<file path="config.mk">
export PLATFORM = sky130hd
export DESIGN_NAME = alu_muldiv
export DESIGN_NICKNAME = d
export VERILOG_FILES = /design/src/rtl/alu_muldiv.sv
export SDC_FILE = /design/constraint.sdc
export NUM_CORES = 1
export LEC_CHECK = 0
export BUFFER_PORTS_ARGS = -buffer_cell sky130_fd_sc_hd__buf_2
export CAP_MARGIN = 15
export CORE_MARGIN = 4
export CORE_UTILIZATION = 56
export DETAILED_ROUTE_END_ITERATION = 8
export PLACE_DENSITY_LB_ADDON = 0.1
export SLEW_MARGIN = 20
export SYNTH_ARGS = -nofsm -noshare
export SYNTH_HDL_FRONTEND = slang
export SYNTH_SLANG_ARGS = --single-unit
</file>
<file path="constraint.sdc">
create_clock -name clk -period 3.7 [get_ports clk]
set_input_delay 0 -clock clk [delete_from_list [all_inputs] [get_ports clk]]
set_output_delay 0 -clock clk [all_outputs]
set_load 0.05 [all_outputs]
</file>
<file path="src/rtl/alu_muldiv.sv">
// Iterative multiply/divide unit producing HI/LO: one bit per cycle in CALC,
// then a single FIX cycle applies sign correction and publishes the result.
module alu_muldiv #(
  parameter int WIDTH = 32
) (
  input  logic             clk,
  input  logic             rst_n,
  input  logic             start,
  input  logic [2:0]       op,
  input  logic [WIDTH-1:0] busA,
  input  logic [WIDTH-1:0] busB,
  input  logic             cancel,
  output logic             busy,
  output logic             done,
  output logic [WIDTH-1:0] hi,
  output logic [WIDTH-1:0] lo
);

  localparam int CW = (WIDTH > 1) ? $clog2(WIDTH) : 1;
  localparam logic [CW-1:0] LAST = CW'(WIDTH - 1);

  typedef enum logic [1:0] {IDLE, CALC, FIX} state_t;

  state_t             state;
  logic [CW-1:0]      cnt;
  logic [2*WIDTH-1:0] acc;
  logic [WIDTH-1:0]   opb;
  logic               is_div;
  logic               neg_q;
  logic               neg_r;
  logic               div_zero;

  logic               is_signed;
  logic [WIDTH-1:0]   abs_a;
  logic [WIDTH-1:0]   abs_b;

  logic [WIDTH:0]     mul_sum;
  logic [2*WIDTH-1:0] mul_next;
  logic [WIDTH:0]     div_shift;
  logic               div_ge;
  logic [WIDTH-1:0]   div_diff;
  logic [2*WIDTH-1:0] div_next;

  logic [2*WIDTH-1:0] prod_fix;
  logic [WIDTH-1:0]   quot_fix;
  logic [WIDTH-1:0]   rem_fix;

  assign busy = (state != IDLE);

  // MULT and DIV (op[0]==0) work on magnitudes; signs are restored in FIX.
  assign is_signed = ~op[0];
  assign abs_a = (is_signed && busA[WIDTH-1]) ? -busA : busA;
  assign abs_b = (is_signed && busB[WIDTH-1]) ? -busB : busB;

  // Shift-add: multiplier sits in the low half and is consumed LSB first.
  assign mul_sum  = {1'b0, acc[2*WIDTH-1:WIDTH]} + (acc[0] ? {1'b0, opb} : '0);
  assign mul_next = {mul_sum, acc[WIDTH-1:1]};

  // Restoring divide: {remainder, quotient/dividend} shifts left each step.
  assign div_shift = acc[2*WIDTH-1:WIDTH-1];
  assign div_ge    = (div_shift >= {1'b0, opb});
  assign div_diff  = div_shift[WIDTH-1:0] - opb;
  assign div_next  = div_ge ? {div_diff, acc[WIDTH-2:0], 1'b1}
                            : {div_shift[WIDTH-1:0], acc[WIDTH-2:0], 1'b0};

  assign prod_fix = neg_q ? -acc : acc;
  assign quot_fix = div_zero ? '1 : (neg_q ? -acc[WIDTH-1:0] : acc[WIDTH-1:0]);
  assign rem_fix  = neg_r ? -acc[2*WIDTH-1:WIDTH] : acc[2*WIDTH-1:WIDTH];

  always_ff @(posedge clk or negedge rst_n) begin
    if (!rst_n) begin
      state    <= IDLE;
      cnt      <= '0;
      acc      <= '0;
      opb      <= '0;
      is_div   <= 1'b0;
      neg_q    <= 1'b0;
      neg_r    <= 1'b0;
      div_zero <= 1'b0;
      done     <= 1'b0;
      hi       <= '0;
      lo       <= '0;
    end else begin
      done <= 1'b0;
      case (state)
        IDLE: begin
          if (start && !cancel) begin
            case (op)
              3'b000, 3'b001, 3'b010, 3'b011: begin
                state    <= CALC;
                cnt      <= '0;
                is_div   <= op[1];
                opb      <= op[1] ? abs_b : abs_a;
                acc      <= op[1] ? {{WIDTH{1'b0}}, abs_a} : {{WIDTH{1'b0}}, abs_b};
                neg_q    <= is_signed & (busA[WIDTH-1] ^ busB[WIDTH-1]);
                neg_r    <= is_signed & busA[WIDTH-1];
                div_zero <= op[1] & (busB == '0);
              end
              3'b100:  hi <= busA;
              3'b101:  lo <= busA;
              default: ;
            endcase
          end
        end
        CALC: begin
          if (cancel) begin
            state <= IDLE;
          end else begin
            acc <= is_div ? div_next : mul_next;
            cnt <= cnt + 1'b1;
            if (cnt == LAST) state <= FIX;
          end
        end
        FIX: begin
          state <= IDLE;
          if (!cancel) begin
            done <= 1'b1;
            if (is_div) begin
              hi <= rem_fix;
              lo <= quot_fix;
            end else begin
              {hi, lo} <= prod_fix;
            end
          end
        end
        default: state <= IDLE;
      endcase
    end
  end

endmodule

</file>
==> results of run 1 <==
==> final cells by class <==
cell class,instances,area [sq um]
Clock inverter,14,145.1
Tap cell,341,426.7
Fill cell,2475,9543
Inverter,62,232.7
Sequential cell,172,4308
Multi-Input combinational cell,1632,10200
Clock buffer,18,439.2
Timing Repair Buffer,231,1508
==> power breakdown <==
group          internal, uW  leakage [uW]  switching, uW
sequential             2370       0.00213            634
combinational          2900       0.00557           4930
clock                   920      0.000285            955
total                  6190       0.00799           6520
==> cells in the final DEF (no fill, tap or decap), types with 5 or more instances in the layout <==
cell and count:
ha_1 69, o21ai_0 200, nand4_1 16, a21oi_1 156
a31o_2 5, or4_1 12, a32o_1 6, o41ai_1 9
mux2i_1 56, buf_2 135, or2_2 8, nor2b_1 13
inv_1 60, nand2b_1 11, nand2_1 240, o211ai_1 22
a211oi_1 21, nand3_1 42, a31oi_1 35, and4_1 5
o21a_1 13, nor4_1 22, nor3_1 61, mux2_2 6
clkbuf_16 17, and3_1 19, and2_1 14, buf_4 64
dlygate4sd3_1 28, o22ai_1 35, inv_6 6, dfrtp_1 171
nor2_1 188, o31ai_1 31, a21o_1 48, xor2_1 72
xnor2_1 88, or3_1 19
==> cell families (layout without fill, tap and decap cells) <==
group / Yosys count / count (layout)
AND/OR/NAND/NOR: 697 / 697
AO/OA/AOI/OAI: 641 / 641
buffers and inverters: 190 / 325
flip-flops: 172 / 172
XOR/XNOR: 160 / 160
adder cells (fa/ha/maj): 72 / 72
multiplexers: 62 / 62
==> stage by stage <==
stage	worst slack [ns]	utilization [%]
5_1_grt	0.02920	64.39
4_1_cts	0.07536	64.36
3_5_place_dp	0.1127	61.13
3_3_place_gp	0.1616	61.13
6_report	0.1515	64.39
2_1_floorplan	0.6292	-
==> sequential cells by signal, summed over array words and instances (netlist names) <==
register	flops
acc	64
cnt	5
div_zero	1
done	1
hi	32
is_div	1
lo	32
neg_q	1
neg_r	1
opb	32
state	2
==> synthesized netlist by cell type, types with 5 or more instances <==
| cell type | n | area (sq um) |
|---|---|---|
| a21o_1 | 48 | 360.4 |
| clkbuf_1 | 114 | 427.9 |
| o31ai_1 | 31 | 232.7 |
| a211oi_1 | 21 | 157.7 |
| and4_1 | 5 | 43.79 |
| a31oi_1 | 36 | 225.2 |
| xnor2_1 | 88 | 770.7 |
| inv_1 | 61 | 229.0 |
| mux2_2 | 6 | 67.56 |
| or4_1 | 12 | 90.09 |
| and3_1 | 20 | 125.1 |
| o21ai_0 | 201 | 1006 |
| xor2_1 | 72 | 630.6 |
| nor3_1 | 61 | 305.3 |
| dfrtp_1 | 172 | 4304 |
| a21oi_1 | 156 | 780.8 |
| or3_1 | 19 | 118.9 |
| nor2b_1 | 14 | 87.58 |
| ha_1 | 70 | 875.8 |
| nor2_1 | 191 | 716.9 |
| a32o_1 | 6 | 60.06 |
| buf_1 | 8 | 30.03 |
| o211ai_1 | 22 | 165.2 |
| nand2b_1 | 11 | 68.82 |
| mux2i_1 | 56 | 560.5 |
| o22ai_1 | 35 | 219.0 |
| buf_2 | 5 | 25.02 |
| a31o_2 | 5 | 43.79 |
| o41ai_1 | 9 | 78.83 |
| and2_1 | 14 | 87.58 |
| o21a_1 | 13 | 97.59 |
| or2_2 | 8 | 50.05 |
| nor4_1 | 22 | 137.6 |
| nand3_1 | 42 | 210.2 |
| nand4_1 | 16 | 100.1 |
| nand2_1 | 240 | 900.9 |
==> final timing paths <==
kind | startpoint | end | slack [ns]
worst max-delay path | acc[0] | acc[55] | 0.15
worst min-delay path | busA[22] | lo[22] | 0.006
worst max register to register | acc[0] | acc[55] | 0.15
worst min register to register | lo[11] | lo[11] | 0.47
max in group asynchronous | rst_n | lo[18] | 2.55
min in group asynchronous | rst_n | hi[17] | 0.17
==> what timing repair did <==
| action | in CTS | in global routing |
|---|---|---|
| endpoints found under the setup margin | 0 | 7 |
| resized for setup | 0 | 6 |
| endpoints found under the hold margin | 95 | 0 |
| hold buffers | 28 | 0 |
==> metal layers <==
layer / track usage [%] / wire length, um / vias to the layer above
met5: 0 / 45 / -
met4: 13.91 / 2482 / 6
met3: 7.302 / 5447 / 154
met2: 55.57 / 24340 / 931
met1: 53.10 / 24630 / 7532
li1: - / - / 7441
==> worst reg2reg max path: stages (launching register included) <==
cell and delay (ns):
dfrtp_1 0.45, and2_1 0.17, ha_1 0.17, inv_1 0.07
fa_1 0.41, nor2b_1 0.18, o31ai_1 0.09, buf_4 0.16
a211oi_1 0.38, buf_4 0.19, o311ai_1 0.16, a21oi_1 0.23
o211ai_1 0.15, a211o_1 0.32, a32oi_1 0.21, a31oi_1 0.07
==> impl_results.md, run 1 <==
- Sink Count: 172
- Worst path required time: 3.99 ns
- Vias/cell: 6.504
- Largest family of logic cells by synthesized area: compound AO/OA/AOI/OAI gates
- Cell Area, Placed: 16,380 sq um
- Netlist cell types: 76
- Slowest cell on crit path: dfrtp_1
- Leak: 0.007991 uW
- Mapped Cells: 1,994
- Clock Latency Late Sink: 0.45 ns
- Layout cell share with drive strength beyond 1: 13.01%
- Nets: 2,259
- Post-Synth Simple-Gate Area: 21.45%
- CP delay by family, top: compound AO/OA/AOI/OAI gates
- Power Total: 12,710 uW
- Seq/Total Area, Yosys: 28.35%
- GRT Util Overall: 36.99%
- Fin cells: 2,470
- Vias: 16,064
- Die height: 172.6 um
- Initial Util: 56.64%
- Most frequent CP cell: buf_4
- Clock Skew: 0.02356 ns
- RePlAce Congestion: 1.001
- Critical path capture point type: flip-flop
- Stages on worst setup path: 15
- Fmax: 281.8 MHz
- Syn_nets: 2,137
- Largest net degree at the start of global routing: 85
- Final worst-path cycle share: 95.91%
- Peak VDD IR: 447.2 uV
- CP max stage delay: 0.45 ns
- Final max-slew violation count: 0
- Initial antenna violation count: 3
- Core Region: 26,800 sq um
- Num ports: 137
- Final Setup Violations: 0
- Setup TNS: 0 ns
- CTS tree: done
- Worst Hold Margin: 0.006258 ns
- FFs w/ async S/R, synth: 100.0%
- Min Tclk post-route: 3.549 ns
- Pwr Density: 736.5 nW/um^2
- Clk root buf: clkbuf_16
- Routed WL per cell: 23.05 um
- Residual DRC: 0
- Post-synthesis mux area share: 4.138%
- Post-placement cell count: 2,410
- Global-route wire length before repair: 87,530 um
- CP Cell Sequence: and2_1, ha_1, inv_1, fa_1, nor2b_1, o31ai_1, buf_4, a211oi_1, buf_4, o311ai_1, a21oi_1, o211ai_1, a211o_1, a32oi_1, a31oi_1
- Status: finished clean
- Num CTS Buffers: 17
- Vias in the first global route: 14,912
- Clk slew on worst S/H paths: 0.07 ns
- Synth warn: 0
- FF-to-FF path depth: 15
- Top FF cell, synth: dfrtp_1
- Worst setup SP type: flip-flop
- Area Overhead vs Synth: 13.69%
- Total Wirelength: 56,940 um
- Placed wire-length estimate: 43,340 um
- Die area: 29,800 sq um
- Setup repair bufs after CTS: 0
- Worst hold-check path type: in -> reg
- DRT antenna net count: 0
- Die Span X: 172.6 um
- Syn Std Cell Area: 15,180 sq um
- Router iterations before antenna repair: 6
- ANT cells: 0
- Core Rows: 60
- H-tree Lvls: 4
- Post-Layout Inst Area: 17,260 sq um
- Number of buffers and inverters on the critical path: 3
- Slew of the pin with the lowest slew margin: 1.120 ns
- Post-synthesis compound-gate area fraction: 26.01%
- Synth Area in Adders: 6.034%
- Iteration-0 DRC count of the detailed router: 1,915
- Synthesized area per cell: 7.613 sq um
- Fin. Hold Viols: 0
- Hold depth: 3
- Port-buffer cells: 136
- Post-synth EDFFs: 0
- Max cap viols: 0
- Slew HR: 24.57%
- Post-synthesis register bit count: 172
- Post-synthesis xor/xnor area fraction: 9.232%
- Crit Path Class: reg -> reg
- Max FO, Critical Path: 6
- Arrival @ worst endpoint: 3.84 ns
- Max Root-Sink Buffers: 2
- Total gr overflow: 0
- RSZ-0062 raised after global routing: no
Note: power is estimated with default switching activity, not from simulation.
==> run 2: changes to the inputs <==
--- a/config.mk
+++ b/config.mk
@@ -8,7 +8,7 @@
 export BUFFER_PORTS_ARGS = -buffer_cell sky130_fd_sc_hd__buf_2
 export CAP_MARGIN = 15
 export CORE_MARGIN = 4
-export CORE_UTILIZATION = 56
+export CORE_UTILIZATION = 30
 export DETAILED_ROUTE_END_ITERATION = 8
 export PLACE_DENSITY_LB_ADDON = 0.1
 export SLEW_MARGIN = 20
==> run 2 against run 1 <==
  * Global-route usage fell by 13 points
  * Largest cell class unchanged
  * Combinational power grew 6.6%
  * Critical endpoint is now acc[60]
  * Critical path depth decreased by 3
  * Core utilization fell by 28 points
  * Die area up 82%
  * Largest power group unchanged
  * Highest routed layer is now met4
==> impl_results.md, run 2 (synthesis gave the netlist of run 1 again) <==
- Residual DRC: 0 (unchanged)
- Cell Area, Placed: 17,110 sq um (was 16,380 sq um)
- Switching power: 6694 uW (was 6518 uW)
- Final max-slew violation count: 0 (unchanged)
- Vias: 15,776 (was 16,064)
- Hold Path End: acc[13] (was lo[22])
- Pwr Density: 730.8 nW/um^2 (was 736.5 nW/um^2)
- FF-to-FF path depth: 12 (was 15)
- Logic pwr share: 62.8% (was 61.6%)
- Largest register by flop count: acc (unchanged)
- Clk slew on worst S/H paths: 0.07 ns (about the same)
- Worst Hold Margin: 0.02133 ns (was 0.006258 ns)
- DRT antenna net count: 0 (unchanged)
- RePlAce Congestion: 0.9327 (was 1.001)
- Area Overhead vs Synth: 19.94% (was 13.69%)
- CTS tree: done (unchanged)
- Crit Path Class: reg -> reg (unchanged)
- Min Tclk post-route: 3.463 ns (was 3.549 ns)
- Largest net degree at the start of global routing: 89 (was 85)
- Post-Layout Inst Area: 18,210 sq um (was 17,260 sq um)
- Critical path capture point type: flip-flop (unchanged)
- Clock Latency Late Sink: 0.51 ns (was 0.45 ns)
- Final worst-path cycle share: 93.60% (was 95.91%)
- Router iterations before antenna repair: 5 (was 6)
- Flop-to-flop setup slack: 0.24 ns (was 0.15 ns)
- Slew of the pin with the lowest slew margin: 0.9669 ns (was 1.120 ns)
- Initial Util: 30.32% (was 56.64%)
- Nets: 2,321 (was 2,259)
- Arrival @ worst endpoint: 3.84 ns (about the same)
- Vias in the first global route: 15,158 (was 14,912)
- Vias/cell: 5.508 (was 6.504)
- P_int: 6611 uW (was 6192 uW)
- Power Total: 13,310 uW (was 12,710 uW)
- Die Span X: 232.9 um (was 172.6 um)
- Num ports: 137 (unchanged)
- Setup TNS: 0 ns (unchanged)
- Clk root buf: clkbuf_16 (unchanged)
- Clk network pwr share: 15.2% (was 14.8%)
- Hold path startpoint: busB[13] (was busA[22])
- Worst hold-check path type: in -> reg (unchanged)
- Iteration-0 DRC count of the detailed router: 1,415 (was 1,915)
- Most frequent cells in the layout: nand2_1, o21ai_0, nor2_1, dfrtp_1, a21oi_1 (unchanged)
- Sw frac: 50.31% (was 51.28%)
- Max Root-Sink Buffers: 2 (unchanged)
- Core Region: 50,070 sq um (was 26,800 sq um)
- Sink Count: 172 (unchanged)
- Initial antenna violation count: 1 (was 3)
- Seq pwr share: 22.0% (was 23.7%)
- Die area: 54,260 sq um (was 29,800 sq um)
- Leak: 0.008275 uW (was 0.007991 uW)
- Slew HR: 35.54% (was 24.57%)
- Fmax: 288.8 MHz (was 281.8 MHz)
- RR Endpoint: acc[60] (was acc[55])
- Routed WL per cell: 23.27 um (was 23.05 um)
- Core Rows: 82 (was 60)
- Fill count: 5,419 (was 2,475)
- Layout cell share with drive strength beyond 1: 14.70% (was 13.01%)
- Fin. Hold Viols: 0 (unchanged)
- Status: finished clean (unchanged)
- Hold depth: 5 (was 3)
- Placed wire-length estimate: 52,780 um (was 43,340 um)
- Max cap viols: 0 (unchanged)
- Num CTS Buffers: 17 (unchanged)
- Clock Skew: 0.01296 ns (was 0.02356 ns)
- Leading cell type in the layout, fill and taps excluded: nand2_1 (unchanged)
- FF-to-FF Start: acc[52] (was acc[0])
- Worst setup path start: acc[52] (was acc[0])
- Die height: 232.9 um (was 172.6 um)
- RSZ-0062 raised after global routing: no (unchanged)
- Total Wirelength: 66,660 um (was 56,940 um)
- Total gr overflow: 0 (unchanged)
- Fin cells: 2,864 (was 2,470)
- Port-buffer cells: 136 (unchanged)
- Worst path required time: 4.08 ns (was 3.99 ns)
- Post-placement cell count: 2,784 (was 2,410)
- Global-route wire length before repair: 98,280 um (was 87,530 um)
- Max FO, Critical Path: 10 (was 6)
- Worst setup SP type: flip-flop (unchanged)
- H-tree Lvls: 4 (unchanged)
- Max FFs per register: 64 (unchanged)
- Final Setup Violations: 0 (unchanged)
- GRT Util Overall: 24.28% (was 36.99%)
- Peak VDD IR: 445.4 uV (was 447.2 uV)
run 2: cell types whose count changed in the layout (fill, tap and decap cells not counted), moves of 2 or more:
| cell | before | now |
|---|---|---|
| dlygate4sd3_1 | 28 | 43 |
| buf_4 | 64 | 112 |
| clkinvlp_4 | 1 | 4 |
| o311ai_0 | 0 | 2 |
| bufinv_16 | 0 | 3 |
| clkinv_8 | 3 | 0 |
| o311ai_1 | 2 | 0 |
run 2: worst max-delay path by stage:
| stage | endpoint |
|---|---|
| after floorplan | acc[63] |
| after global placement | acc[60] |
| after detailed placement | acc[55] |
| after CTS | acc[63] |
| after global routing | acc[63] |
| final | acc[60] |
run 2: layout make-up:
type                            count  area, sq um  area share [%]
Antenna cell                        1        2.502         0.01374
Clock buffer                       19        452.9           2.488
Clock inverter                     13        176.4          0.9690
Multi-Input combinational cell   1632        10190           55.98
Timing Repair Buffer              293         1998           10.98
Inverter                           62        236.5           1.299
Tap cell                          672        840.8           4.618
Sequential cell                   172         4308           23.66
run 2: power by group through the flow:
stage / logic [uW] / clock network (uW) / registers [uW]
CTS: 8260 / 2080 / 2920
floorplan: 4880 / 0 / 3400
global route: 9070 / 2150 / 3000
global placement: 8210 / 0 / 2940
finish: 8350 / 2020 / 2930
detailed placement: 8180 / 0 / 2950
run 2: what timing repair did:
item                                    CTS  global route
endpoints found under the setup margin    0             4
setup buffers                             0             4
hold buffers                             43             0
endpoints found under the hold margin   139             0
gates resized for setup                   0             2
run 2: routing by layer:
| layer | wire length, um | up-vias | track usage, % |
|---|---|---|---|
| met5 | 0 | - | 0 |
| met4 | 1799 | 0 | 7.415 |
| met3 | 3880 | 74 | 4.456 |
| met2 | 29740 | 498 | 38.06 |
| met1 | 31240 | 7626 | 33.95 |
| li1 | - | 7578 | - |
run 2: worst max-delay path: stages (launching register included):
cell	delay (ns)
dfrtp_1	0.54
ha_1	0.44
and4_1	0.26
and2_1	0.26
and3_1	0.20
a21bo_2	0.22
a31oi_1	0.16
buf_4	0.19
nor2_4	0.06
buf_4	0.23
a21o_1	0.18
nor4b_1	0.47
o31ai_1	0.12
run 2: through the flow:
step | util (%) | worst slack (ns)
floorplan | - | 0.6292
global placement | 34.17 | 0.07164
detailed placement | 34.17 | 0.1691
CTS | 36.29 | 0.1111
global route | 36.36 | 0.01326
finish | 36.36 | 0.2369
